[config.mk]
export PLATFORM = sky130hd
export DESIGN_NAME = shift_exe_flat
export DESIGN_NICKNAME = d
export VERILOG_FILES = /design/src/rtl/shift_pkg.sv /design/src/rtl/shift_exe_if.sv /design/src/rtl/bsi.sv /design/src/rtl/shift_exe.sv /design/src/flat_wrapper.sv
export SDC_FILE = /design/constraint.sdc
export NUM_CORES = 1
export LEC_CHECK = 0
export CAP_MARGIN = 20
export CORE_UTILIZATION = 50
export CTS_BUF_LIST = sky130_fd_sc_hd__clkbuf_16
export DETAILED_ROUTE_END_ITERATION = 6
export GPL_TIMING_DRIVEN = 0
export PLACE_DENSITY = 0.69
export RECOVER_POWER = 25
export SYNTH_ARGS = -nofsm -noshare
export SYNTH_HDL_FRONTEND = slang
export SYNTH_HIERARCHICAL = 1
export SYNTH_SLANG_ARGS = --single-unit
export TNS_END_PERCENT = 100
[constraint.sdc]
create_clock -name clk_i -period 5.1 [get_ports clk_i]
set_clock_uncertainty 0.2 [all_clocks]
set_input_delay 0.51 -clock clk_i [delete_from_list [all_inputs] [get_ports clk_i]]
set_output_delay 0.51 -clock clk_i [all_outputs]
set_load 0.02 [all_outputs]
[src/rtl/shift_pkg.sv]
// Shared types and constants for the shift/rotate execution stage.
package shift_pkg;

  localparam int unsigned SHIFT_XLEN  = 32;
  localparam int unsigned SHIFT_TAG_W = 4;
  localparam int unsigned SHIFT_AMT_W = $clog2(SHIFT_XLEN);

  // Opcodes 5..7 are reserved and flagged as errors by the stage.
  typedef enum logic [2:0] {
    SHIFT_OP_SLL = 3'd0,
    SHIFT_OP_SRL = 3'd1,
    SHIFT_OP_SRA = 3'd2,
    SHIFT_OP_ROL = 3'd3,
    SHIFT_OP_ROR = 3'd4
  } shift_op_t;

  typedef struct packed {
    shift_op_t                op;
    logic [SHIFT_XLEN-1:0]    x;
    logic [SHIFT_AMT_W-1:0]   shamt;
    logic [SHIFT_TAG_W-1:0]   tag;
  } shift_cmd_t;

endpackage

[src/rtl/shift_exe_if.sv]
// Command / response handshake bundle for shift_exe.
interface shift_exe_if #(
  parameter int unsigned W       = 32,
  parameter int unsigned TAG_W   = 4,
  parameter int unsigned SHIFT_W = $clog2(W)
);

  logic               cmd_vld_i;
  logic               cmd_rdy_o;
  logic [2:0]         cmd_op_i;
  logic [W-1:0]       cmd_x_i;
  logic [SHIFT_W-1:0] cmd_shamt_i;
  logic [TAG_W-1:0]   cmd_tag_i;
  logic               rsp_vld_o;
  logic               rsp_rdy_i;
  logic [W-1:0]       rsp_y_o;
  logic [TAG_W-1:0]   rsp_tag_o;
  logic               rsp_err_o;

  // Producer of commands and consumer of responses.
  modport master (
    output cmd_vld_i, cmd_op_i, cmd_x_i, cmd_shamt_i, cmd_tag_i, rsp_rdy_i,
    input  cmd_rdy_o, rsp_vld_o, rsp_y_o, rsp_tag_o, rsp_err_o
  );

  // The execution stage itself.
  modport slave (
    input  cmd_vld_i, cmd_op_i, cmd_x_i, cmd_shamt_i, cmd_tag_i, rsp_rdy_i,
    output cmd_rdy_o, rsp_vld_o, rsp_y_o, rsp_tag_o, rsp_err_o
  );

endinterface

[src/rtl/bsi.sv]
// Single-direction barrel shifter; direction and fill fixed at elaboration.
module bsi #(
  parameter int unsigned W       = 32,
  parameter int unsigned SHIFT_W = $clog2(W),
  parameter bit          P_RIGHT = 1'b0,
  parameter bit          P_ARITH = 1'b0
) (
  input  logic [W-1:0]       x,
  input  logic [SHIFT_W-1:0] s,
  output logic [W-1:0]       y
);

  // Log-depth shifter: stage i shifts by 2**i when s[i] is set.
  always_comb begin
    y = x;
    for (int i = 0; i < int'(SHIFT_W); i++) begin
      if (s[i]) begin
        if (P_RIGHT && P_ARITH) begin
          y = $unsigned($signed(y) >>> (1 << i));
        end else if (P_RIGHT) begin
          y = y >> (1 << i);
        end else begin
          y = y << (1 << i);
        end
      end
    end
  end

endmodule

[src/rtl/shift_exe.sv]
// Two-stage shift/rotate execution stage: S1 holds the operands, S2 the result.
module shift_exe
  import shift_pkg::*;
#(
  parameter int unsigned W       = SHIFT_XLEN,
  parameter int unsigned SHIFT_W = $clog2(W),
  parameter int unsigned TAG_W   = SHIFT_TAG_W
) (
  input  logic        clk_i,
  input  logic        arst_i,
  input  logic        kill_i,
  shift_exe_if.slave  bus
);

  // S1 storage uses the package command layout, so W/TAG_W track the package widths.
  logic               s1_vld_q;
  shift_cmd_t         s1_q;
  logic               s2_vld_q;
  logic [W-1:0]       s2_y_q;
  logic [TAG_W-1:0]   s2_tag_q;
  logic               s2_err_q;

  logic               s1_adv;
  logic               s2_adv;
  logic [SHIFT_W-1:0] rot_amt;
  logic [W-1:0]       sll_y, srl_y, sra_y, rl_y, rr_y;
  logic [W-1:0]       y_c;
  logic               err_c;

  // Stall chain; kill blocks both ports for the flush cycle.
  assign s2_adv        = !s2_vld_q || bus.rsp_rdy_i;
  assign s1_adv        = !s1_vld_q || s2_adv;
  assign bus.cmd_rdy_o = s1_adv && !kill_i;
  assign bus.rsp_vld_o = s2_vld_q && !kill_i;
  assign bus.rsp_y_o   = s2_y_q;
  assign bus.rsp_tag_o = s2_tag_q;
  assign bus.rsp_err_o = s2_err_q;

  // Complementary amount for the rotate halves; (W - s) mod W, so s=0 gives x unchanged.
  assign rot_amt = SHIFT_W'(W) - s1_q.shamt;

  bsi #(.W(W), .SHIFT_W(SHIFT_W), .P_RIGHT(1'b0), .P_ARITH(1'b0)) u_sll (.x(s1_q.x), .s(s1_q.shamt), .y(sll_y));
  bsi #(.W(W), .SHIFT_W(SHIFT_W), .P_RIGHT(1'b1), .P_ARITH(1'b0)) u_srl (.x(s1_q.x), .s(s1_q.shamt), .y(srl_y));
  bsi #(.W(W), .SHIFT_W(SHIFT_W), .P_RIGHT(1'b1), .P_ARITH(1'b1)) u_sra (.x(s1_q.x), .s(s1_q.shamt), .y(sra_y));
  bsi #(.W(W), .SHIFT_W(SHIFT_W), .P_RIGHT(1'b0), .P_ARITH(1'b0)) u_rl  (.x(s1_q.x), .s(rot_amt),     .y(rl_y));
  bsi #(.W(W), .SHIFT_W(SHIFT_W), .P_RIGHT(1'b1), .P_ARITH(1'b0)) u_rr  (.x(s1_q.x), .s(rot_amt),     .y(rr_y));

  // Opcode select; reserved opcodes produce zero with the error flag.
  always_comb begin
    y_c   = '0;
    err_c = 1'b0;
    case (s1_q.op)
      SHIFT_OP_SLL: y_c = sll_y;
      SHIFT_OP_SRL: y_c = srl_y;
      SHIFT_OP_SRA: y_c = sra_y;
      SHIFT_OP_ROL: y_c = sll_y | rr_y;
      SHIFT_OP_ROR: y_c = srl_y | rl_y;
      default:      err_c = 1'b1;
    endcase
  end

  // Pipeline registers; kill clears valids ahead of any handshake.
  always_ff @(posedge clk_i or posedge arst_i) begin
    if (arst_i) begin
      s1_vld_q <= 1'b0;
      s1_q     <= '0;
      s2_vld_q <= 1'b0;
      s2_y_q   <= '0;
      s2_tag_q <= '0;
      s2_err_q <= 1'b0;
    end else if (kill_i) begin
      s1_vld_q <= 1'b0;
      s2_vld_q <= 1'b0;
    end else begin
      if (s1_adv) begin
        s1_vld_q <= bus.cmd_vld_i;
        if (bus.cmd_vld_i) begin
          s1_q.op    <= shift_op_t'(bus.cmd_op_i);
          s1_q.x     <= bus.cmd_x_i;
          s1_q.shamt <= bus.cmd_shamt_i;
          s1_q.tag   <= bus.cmd_tag_i;
        end
      end
      if (s2_adv) begin
        s2_vld_q <= s1_vld_q;
        if (s1_vld_q) begin
          s2_y_q   <= y_c;
          s2_tag_q <= s1_q.tag;
          s2_err_q <= err_c;
        end
      end
    end
  end

  // Response must be fully defined while offered.
  a_rsp_known: assert property (@(posedge clk_i) disable iff (arst_i)
    bus.rsp_vld_o |-> !$isunknown({bus.rsp_y_o, bus.rsp_tag_o, bus.rsp_err_o}));

  // Offered response holds until consumed.
  a_rsp_stable: assert property (@(posedge clk_i) disable iff (arst_i)
    (bus.rsp_vld_o && !bus.rsp_rdy_i) |=> (s2_vld_q && $stable({s2_y_q, s2_tag_q, s2_err_q})));

  // Reserved opcodes are legal but unusual.
  a_op_range: assert property (@(posedge clk_i) disable iff (arst_i)
    (bus.cmd_vld_i && bus.cmd_rdy_o) |-> (bus.cmd_op_i <= 3'd4))
    else $warning("shift_exe: reserved opcode %0d accepted", bus.cmd_op_i);

endmodule

[src/flat_wrapper.sv]
// flat-port wrapper written by rule: the top's interface ports become plain ports
module shift_exe_flat import shift_pkg::*;
#(
  parameter int unsigned W       = SHIFT_XLEN,
  parameter int unsigned SHIFT_W = $clog2(W),
  parameter int unsigned TAG_W   = SHIFT_TAG_W
)
  (clk_i, arst_i, kill_i, bus_cmd_vld_i, bus_cmd_op_i, bus_cmd_x_i, bus_cmd_shamt_i, bus_cmd_tag_i, bus_rsp_rdy_i, bus_cmd_rdy_o, bus_rsp_vld_o, bus_rsp_y_o, bus_rsp_tag_o, bus_rsp_err_o);
  shift_exe_if #(.W(W), .TAG_W(TAG_W), .SHIFT_W(SHIFT_W)) bus_i ();
  input  logic clk_i;
  input  logic arst_i;
  input  logic kill_i;
  input wire logic [$bits(bus_i.cmd_vld_i)-1:0] bus_cmd_vld_i;
  input wire logic [$bits(bus_i.cmd_op_i)-1:0] bus_cmd_op_i;
  input wire logic [$bits(bus_i.cmd_x_i)-1:0] bus_cmd_x_i;
  input wire logic [$bits(bus_i.cmd_shamt_i)-1:0] bus_cmd_shamt_i;
  input wire logic [$bits(bus_i.cmd_tag_i)-1:0] bus_cmd_tag_i;
  input wire logic [$bits(bus_i.rsp_rdy_i)-1:0] bus_rsp_rdy_i;
  output wire logic [$bits(bus_i.cmd_rdy_o)-1:0] bus_cmd_rdy_o;
  output wire logic [$bits(bus_i.rsp_vld_o)-1:0] bus_rsp_vld_o;
  output wire logic [$bits(bus_i.rsp_y_o)-1:0] bus_rsp_y_o;
  output wire logic [$bits(bus_i.rsp_tag_o)-1:0] bus_rsp_tag_o;
  output wire logic [$bits(bus_i.rsp_err_o)-1:0] bus_rsp_err_o;
  assign bus_i.cmd_vld_i = bus_cmd_vld_i;
  assign bus_i.cmd_op_i = bus_cmd_op_i;
  assign bus_i.cmd_x_i = bus_cmd_x_i;
  assign bus_i.cmd_shamt_i = bus_cmd_shamt_i;
  assign bus_i.cmd_tag_i = bus_cmd_tag_i;
  assign bus_i.rsp_rdy_i = bus_rsp_rdy_i;
  assign bus_cmd_rdy_o = bus_i.cmd_rdy_o;
  assign bus_rsp_vld_o = bus_i.rsp_vld_o;
  assign bus_rsp_y_o = bus_i.rsp_y_o;
  assign bus_rsp_tag_o = bus_i.rsp_tag_o;
  assign bus_rsp_err_o = bus_i.rsp_err_o;
  shift_exe #(.W(W), .SHIFT_W(SHIFT_W), .TAG_W(TAG_W)) u_core (.clk_i(clk_i), .arst_i(arst_i), .kill_i(kill_i), .bus(bus_i));
endmodule
== After elaboration in Yosys (flattened, before gate mapping) ==
Cells that the tools add are included.

* Bitwise gates (word level): 3
* Add/subtract/negate cells: 1
* Muxes and demuxes: 31
* Eq/ne operators: 4
* Reductions and logical operators: 13

{| class="wikitable"
|+ Operator list
! operator !! count
|-
| two-way mux 32 bit || 20
|-
| case mux 32 bit (5 select lines) || 1
|-
| two-way mux 31 bit || 5
|-
| OR 32 bit || 2
|-
| equality test 3 x 2 -> 1 bit, second input constant || 2
|-
| AND reduction 3 bit || 2
|-
| two-way mux 1 bit || 5
|-
| OR reduction 5 bit || 1
|-
| subtractor 1 x 5 -> 5 bit, first input constant || 1
|-
| nonzero test 2 bit || 2
|-
| equality test 3 x 1 -> 1 bit, second input constant || 1
|-
| equality test 3 bit, second input constant || 1
|-
| zero test 1 bit || 3
|-
| zero test 3 bit || 1
|-
| logical AND 1 bit || 2
|-
| logical OR 1 bit || 2
|-
| inverter 1 bit || 1
|}

* Input bits: 49
* Logic and storage cells: 61
* Bits in registers: 83
* Output and inout bits: 39

== Depth between registers and ports, before layout ==
* Depth after elaboration: 8
* Depth in mapped cells: 15
* Mapped depth without buffers: 12

== Modules after synthesis ==
Netlist, hierarchy kept.

{| class="wikitable"
|+ By module, submodules not included
! module !! area an instance (µm²) !! cells an instance !! times used !! sequential area each (µm²)
|-
| shift_exe || 4730.8 || 550 || 1 || 2077.0
|-
| bsi (u_core.u_rr ...) || 1778.0 || 192 || 2 || 0.0
|-
| bsi (u_core.u_rl ...) || 1774.2 || 183 || 2 || 0.0
|-
| bsi (u_core.u_sra) || 2128.3 || 225 || 1 || 0.0
|}

== Least setup slack after synthesis ==
No wires, ideal clock.

* Kind: register to register
* Start: reg u_core/s1_q[4] (netlist name)
* End: reg u_core.s2_y_q[30] (netlist: u_core/bus.rsp_y_o[30])
* Stages on the path, launching flop included: 12
* Buffers on the path: 1
* Data required time: 4.817 ns
* Library setup time: 0.083 ns
* Data arrival time: 2.749 ns
* Slack: 2.069 ns
* Path through: dfrtp_1 -> inv_1 -> ha_1 -> clkbuf_8 -> nand2b_1 -> mux4_2 -> mux2_2 -> a211oi_1 -> nor2_1 -> a2111oi_0 -> a311oi_1 -> o21ai_0

{| class="wikitable"
|+ RTL lines
! item !! RTL line !! RTL
|-
| from (decl) || shift_exe.sv:17 || <nowiki>shift_cmd_t s1_q;</nowiki>
|-
| subtractor 1 x 5 -> 5 bit || shift_exe.sv:40 || <nowiki>assign rot_amt = SHIFT_W'(W) - s1_q.shamt;</nowiki>
|-
| named net u_core.rot_amt[1] || shift_exe.sv:25 || <nowiki>logic [SHIFT_W-1:0] rot_amt;</nowiki>
|-
| two-way mux 32 bit (4 in a row) || bsi.sv:17 || <nowiki>if (s[i]) begin</nowiki>
|-
| named net u_core.rl_y[30] || shift_exe.sv:26 || <nowiki>logic [W-1:0] sll_y, srl_y, sra_y, rl_y, rr_y;</nowiki>
|-
| OR 32 bit || shift_exe.sv:57 || <nowiki>SHIFT_OP_ROR: y_c = srl_y | rl_y;</nowiki>
|-
| case mux 32 bit (5 select lines) || shift_exe.sv:52 || <nowiki>case (s1_q.op)</nowiki>
|-
| to (signal assigned) || shift_exe.sv:87 || <nowiki>s2_y_q <= y_c;</nowiki>
|-
| to (decl) || shift_exe.sv:19 || <nowiki>logic [W-1:0] s2_y_q;</nowiki>
|}

The timed path passes the listed nets, and every way through them passes these cells.
A chain may end at the register's enable or synchronous reset.

== Worst setup path in the final report ==
* Start: reg u_core/s1_q[4] (netlist name)
* End: reg u_core.s2_y_q[30] (netlist: u_core/bus.rsp_y_o[30])

{| class="wikitable"
|+ RTL lines
! item !! RTL line
|-
| subtractor 1 x 5 -> 5 bit || shift_exe.sv:40
|-
| named net u_core.rot_amt[4] || shift_exe.sv:25
|-
| two-way mux 32 bit || bsi.sv:17
|-
| named net u_core.rl_y[30] || shift_exe.sv:26
|-
| OR 32 bit || shift_exe.sv:57
|-
| case mux 32 bit (5 select lines) || shift_exe.sv:52
|}

The timed path passes the listed nets, and every way through them passes these cells.

==> metrics.log <==
[metrics] count of yosys warnings during synthesis: 6
[metrics] total number of vias: 14,704
[metrics] vias in the first global route: 13,490
[metrics] final global-route overflow total: 0
[metrics] wire per inst: 29.88 µm
[metrics] critical path data required time: 5.17 ns
[metrics] total I/O pin count: 88
[metrics] switching power share of the total: 52.33%
[metrics] reg-to-reg startpoint: u_core/s1_q[4]
[metrics] IO buf count: 87
[metrics] switching power: 3624 µW
[metrics] area post-placement: 0.01533 mm²
[metrics] average footprint of a synthesized cell: 9.156 µm²
[metrics] maximum vdd ir drop: 269.9 µV
[metrics] total of endpoints with negative setup slack in the final report: 0
[metrics] Num CTS Buffers: 9
[metrics] remaining max-slew budget at the tightest pin: -73.20%
[metrics] Post-Synthesis Net Count: 1,575
[metrics] count of flip-flops with a built-in enable after synthesis: 0
[metrics] relative area change from synthesis to final layout: 12.37%
[metrics] layout cell share with drive strength beyond 1: 22.24%
[metrics] length in cells of the worst reg-to-reg path: 13
[metrics] leading cell type in the layout, fill and taps excluded: nor2_1
[metrics] arithmetic-cell share of the synthesized area counting full adders, half adders and majority gates: 0.08961%
[metrics] FF+latch count, synth: 83
[metrics] fill cell total of the finished layout: 2,462
[metrics] setup total negative slack: 0 ns
[metrics] number of iterations in the first detailed-routing pass: 7
[metrics] clock period minus worst slack: 4.660 ns
[metrics] Min-Delay Path Class: flip-flop to flip-flop
[metrics] post-layout net count: 1,677
[metrics] final hold viol count: 0
[metrics] main combinational cell family by area after synthesis: multiplexers
[metrics] worst hold path cell count: 2
[metrics] unrepaired setup endpoints after global routing: no
[metrics] hold-critical path endpoint: u_core/bus.rsp_y_o[20]
[metrics] most frequent cells in the layout: nor2_1, nand2_1, mux4_2
[metrics] fraction of the mapped netlist area in compound gates: 20.21%
[metrics] first-pass GRT wire length: 88,380 µm
[metrics] proportion of register bits with asynchronous set or reset after synthesis: 100.0%
[metrics] combined area of all synthesized cells: 0.01396 mm²
[metrics] Die ar.: 0.02860 mm²
[metrics] final HPWL from detailed placement: 44,870 µm
[metrics] Chip Width: 169.1 µm
[metrics] Netlist cell types: 81
[metrics] # Max-Cap Violations: 1
[metrics] post-detailed-route DRC marker count: 0
[metrics] clock-pin slew of the registers on the worst-case setup and hold paths: 0.07 ns
[metrics] source of the worst hold timing path: u_core/bus.rsp_y_o[20]
[metrics] initial antenna violation count: 0
[metrics] Clk network pwr share: 9.8%
[metrics] crit end category: flip-flop
[metrics] clock latency reported for the late side of the worst-skew pair: 0.36 ns
[metrics] worst reg2reg endpoint: u_core/bus.rsp_y_o[30]
[metrics] power density over the cells: 441.4 mW/mm²
[metrics] Total Wirelength: 59,880 µm
[metrics] Setup Fix Bufs, Post-CTS: 0
[metrics] register area share after synthesis: 14.87%
[metrics] gpl congestion: 1.114
[metrics] xor-xnor portion of the synthesized cell area: 0.1882%
[metrics] share of cell area taken by muxes after synthesis: 40.52%
[metrics] initial cell density of the core: 51.38%
[metrics] Max Slew Vio Count: 59
[metrics] failing checks: max-capacitance violations, max-slew violations
[metrics] highest attainable clock frequency: 0.2146 GHz
[metrics] initial detailed-routing violation count: 2,537
[metrics] site row count: 60
[metrics] remaining number of nets flagged by the antenna check after routing: 0
[metrics] crit path launch type: flip-flop
[metrics] worst slew pin tran: 2.598 ns
[metrics] CTS root buf: clkbuf_16
[metrics] Vert. Die Dim: 169.1 µm
[metrics] cells resized by post-CTS repair: 0
[metrics] pin count of the biggest net entering global routing: 59
[metrics] Total Routing Usage GR: 42.01%
[metrics] Max clock buf depth: 2
[metrics] predominant post-synthesis flop cell: dfrtp_1
[metrics] leakage dissipation: 0.005834 µW
[metrics] final critical-path share of the clock period: 91.37%
[metrics] count of inserted antenna diode cells: 0
[metrics] fraction of power consumed by sequential logic: 17.9%
[metrics] top fanout value on the critical path: 10
[metrics] via density per instance: 7.337
[metrics] result of the run: complete, but fails checks
[metrics] clock tree from TritonCTS: yes
[metrics] Register-to-Register Setup Slack: 0.44 ns
[metrics] CTS HTree Levels: 3
[metrics] part of the power in combinational logic: 72.4%
[metrics] number of cells produced by synthesis: 1,525
[metrics] Post-Synth Simple-Gate Area: 17.05%
[metrics] placeable core region: 0.02718 mm²
[metrics] hold_buf cts: 0
[metrics] Power Internal: 3301 µW
[metrics] crit path DAT: 4.73 ns
[metrics] Clock Sink Count: 83
[metrics] CP Class: flip-flop to flip-flop
[metrics] finished layout cell area: 0.01569 mm²
==> cell type report <==
class	count	area (µm²)	area share, %
plain buffers	153	919.6	5.861
clock buffers	9	225.2	1.435
clock inverters	7	76.32	0.4864
inverters	18	68.82	0.4386
multi-input cells	1271	10890	69.42
flip-flops and latches	83	2077	13.24
well taps	372	465.4	2.967
repair buffers	91	965.9	6.156
==> power groups by stage <==
| stage | clock, µW | combinational, µW | sequential, µW |
|---|---|---|---|
| global route | 712 | 5220 | 1240 |
| detailed placement | 0 | 4740 | 1240 |
| floorplan | 0 | 3220 | 1140 |
| finish | 676 | 5010 | 1240 |
| global placement | 0 | 4740 | 1230 |
| CTS | 689 | 4760 | 1230 |
==> routing by layer <==
layer	global-route usage [%]	share of wire, %	vias to the layer above
li1	-	-	6180
met1	61.71	41	7107
met2	60.13	41	1271
met3	12.20	15	144
met4	10.69	2.9	2
met5	0	0.094	-
==> flip-flops by register name (all words and copies together) (netlist names) <==
name	cells
u_core/bus.rsp_err_o	1
u_core/bus.rsp_tag_o	4
u_core/bus.rsp_y_o	32
u_core/s1_q	44
u_core/s1_vld_q	1
u_core/s2_vld_q	1
==> synthesized netlist by cell type, drive strengths merged (22+ instances only) <==
cell    number  area share (%)
nor3        47             1.8
o21ai       76             2.7
a211oi      60             3.3
o22ai       25             1.1
dfrtp       83              15
o211ai      22             1.2
a22oi       61             3.3
mux2i       78             5.7
buf         91             4.8
mux2       118             9.6
a21oi       66             2.4
mux4       151              25
nor2       216             5.8
nand2      122             3.3
clkbuf      62             1.8
nand2b      47             2.1
==> through the flow <==
stage / hold slack, ns / total power (µW) / setup WS (ns) / util [%] / cells
6_report: 0.2745 / 6925 / 0.4400 / 57.73 / 2004
5_1_grt: 0.3041 / 7172 / 0.1910 / 57.73 / 2004
4_1_cts: 0.2782 / 6682 / 0.6709 / 57.52 / 2001
3_5_place_dp: 0.2693 / 5988 / 0.6830 / 56.41 / 1985
3_3_place_gp: 0.2637 / 5970 / 0.6080 / 56.30 / 1984
2_1_floorplan: 0.2762 / 4355 / 2.069 / - / 1525
==> worst max path at each step <==
stage,startpoint,endpoint,slack [ns],cells after the start
2_1_floorplan,u_core/s1_q[4],u_core/bus.rsp_y_o[30],2.07,11
3_3_place_gp,u_core/s1_q[4],u_core/bus.rsp_y_o[30],0.61,13
3_5_place_dp,u_core/s1_q[4],u_core/bus.rsp_y_o[30],0.68,13
4_1_cts,u_core/s1_q[4],u_core/bus.rsp_y_o[30],0.67,13
5_1_grt,arst_i,u_core/s1_q[43],0.19,3
6_report,u_core/s1_q[4],u_core/bus.rsp_y_o[30],0.44,13
==> critical path, cell delays in order (launching register included) <==
cell and delay, ns:
dfrtp_1 0.82, inv_1 0.10, ha_1 0.23, nand2_1 0.08, xor2_1 0.64, buf_2 0.37
inv_1 0.09, clkbuf_1 0.25, mux2_2 0.35, a211oi_1 0.40, nor2_1 0.09, a2111oi_0 0.63
a311oi_1 0.14, o21ai_0 0.18
==> kinds of logic after synthesis <==
| kind of cell | after synthesis |
|---|---|
| simple gates | 514 |
| xor+xnor | 3 |
| compound gates | 406 |
| mux | 347 |
| flops | 83 |
| buf+inv | 171 |
| fa+ha+maj | 1 |
(Power assumes the default switching activity.)
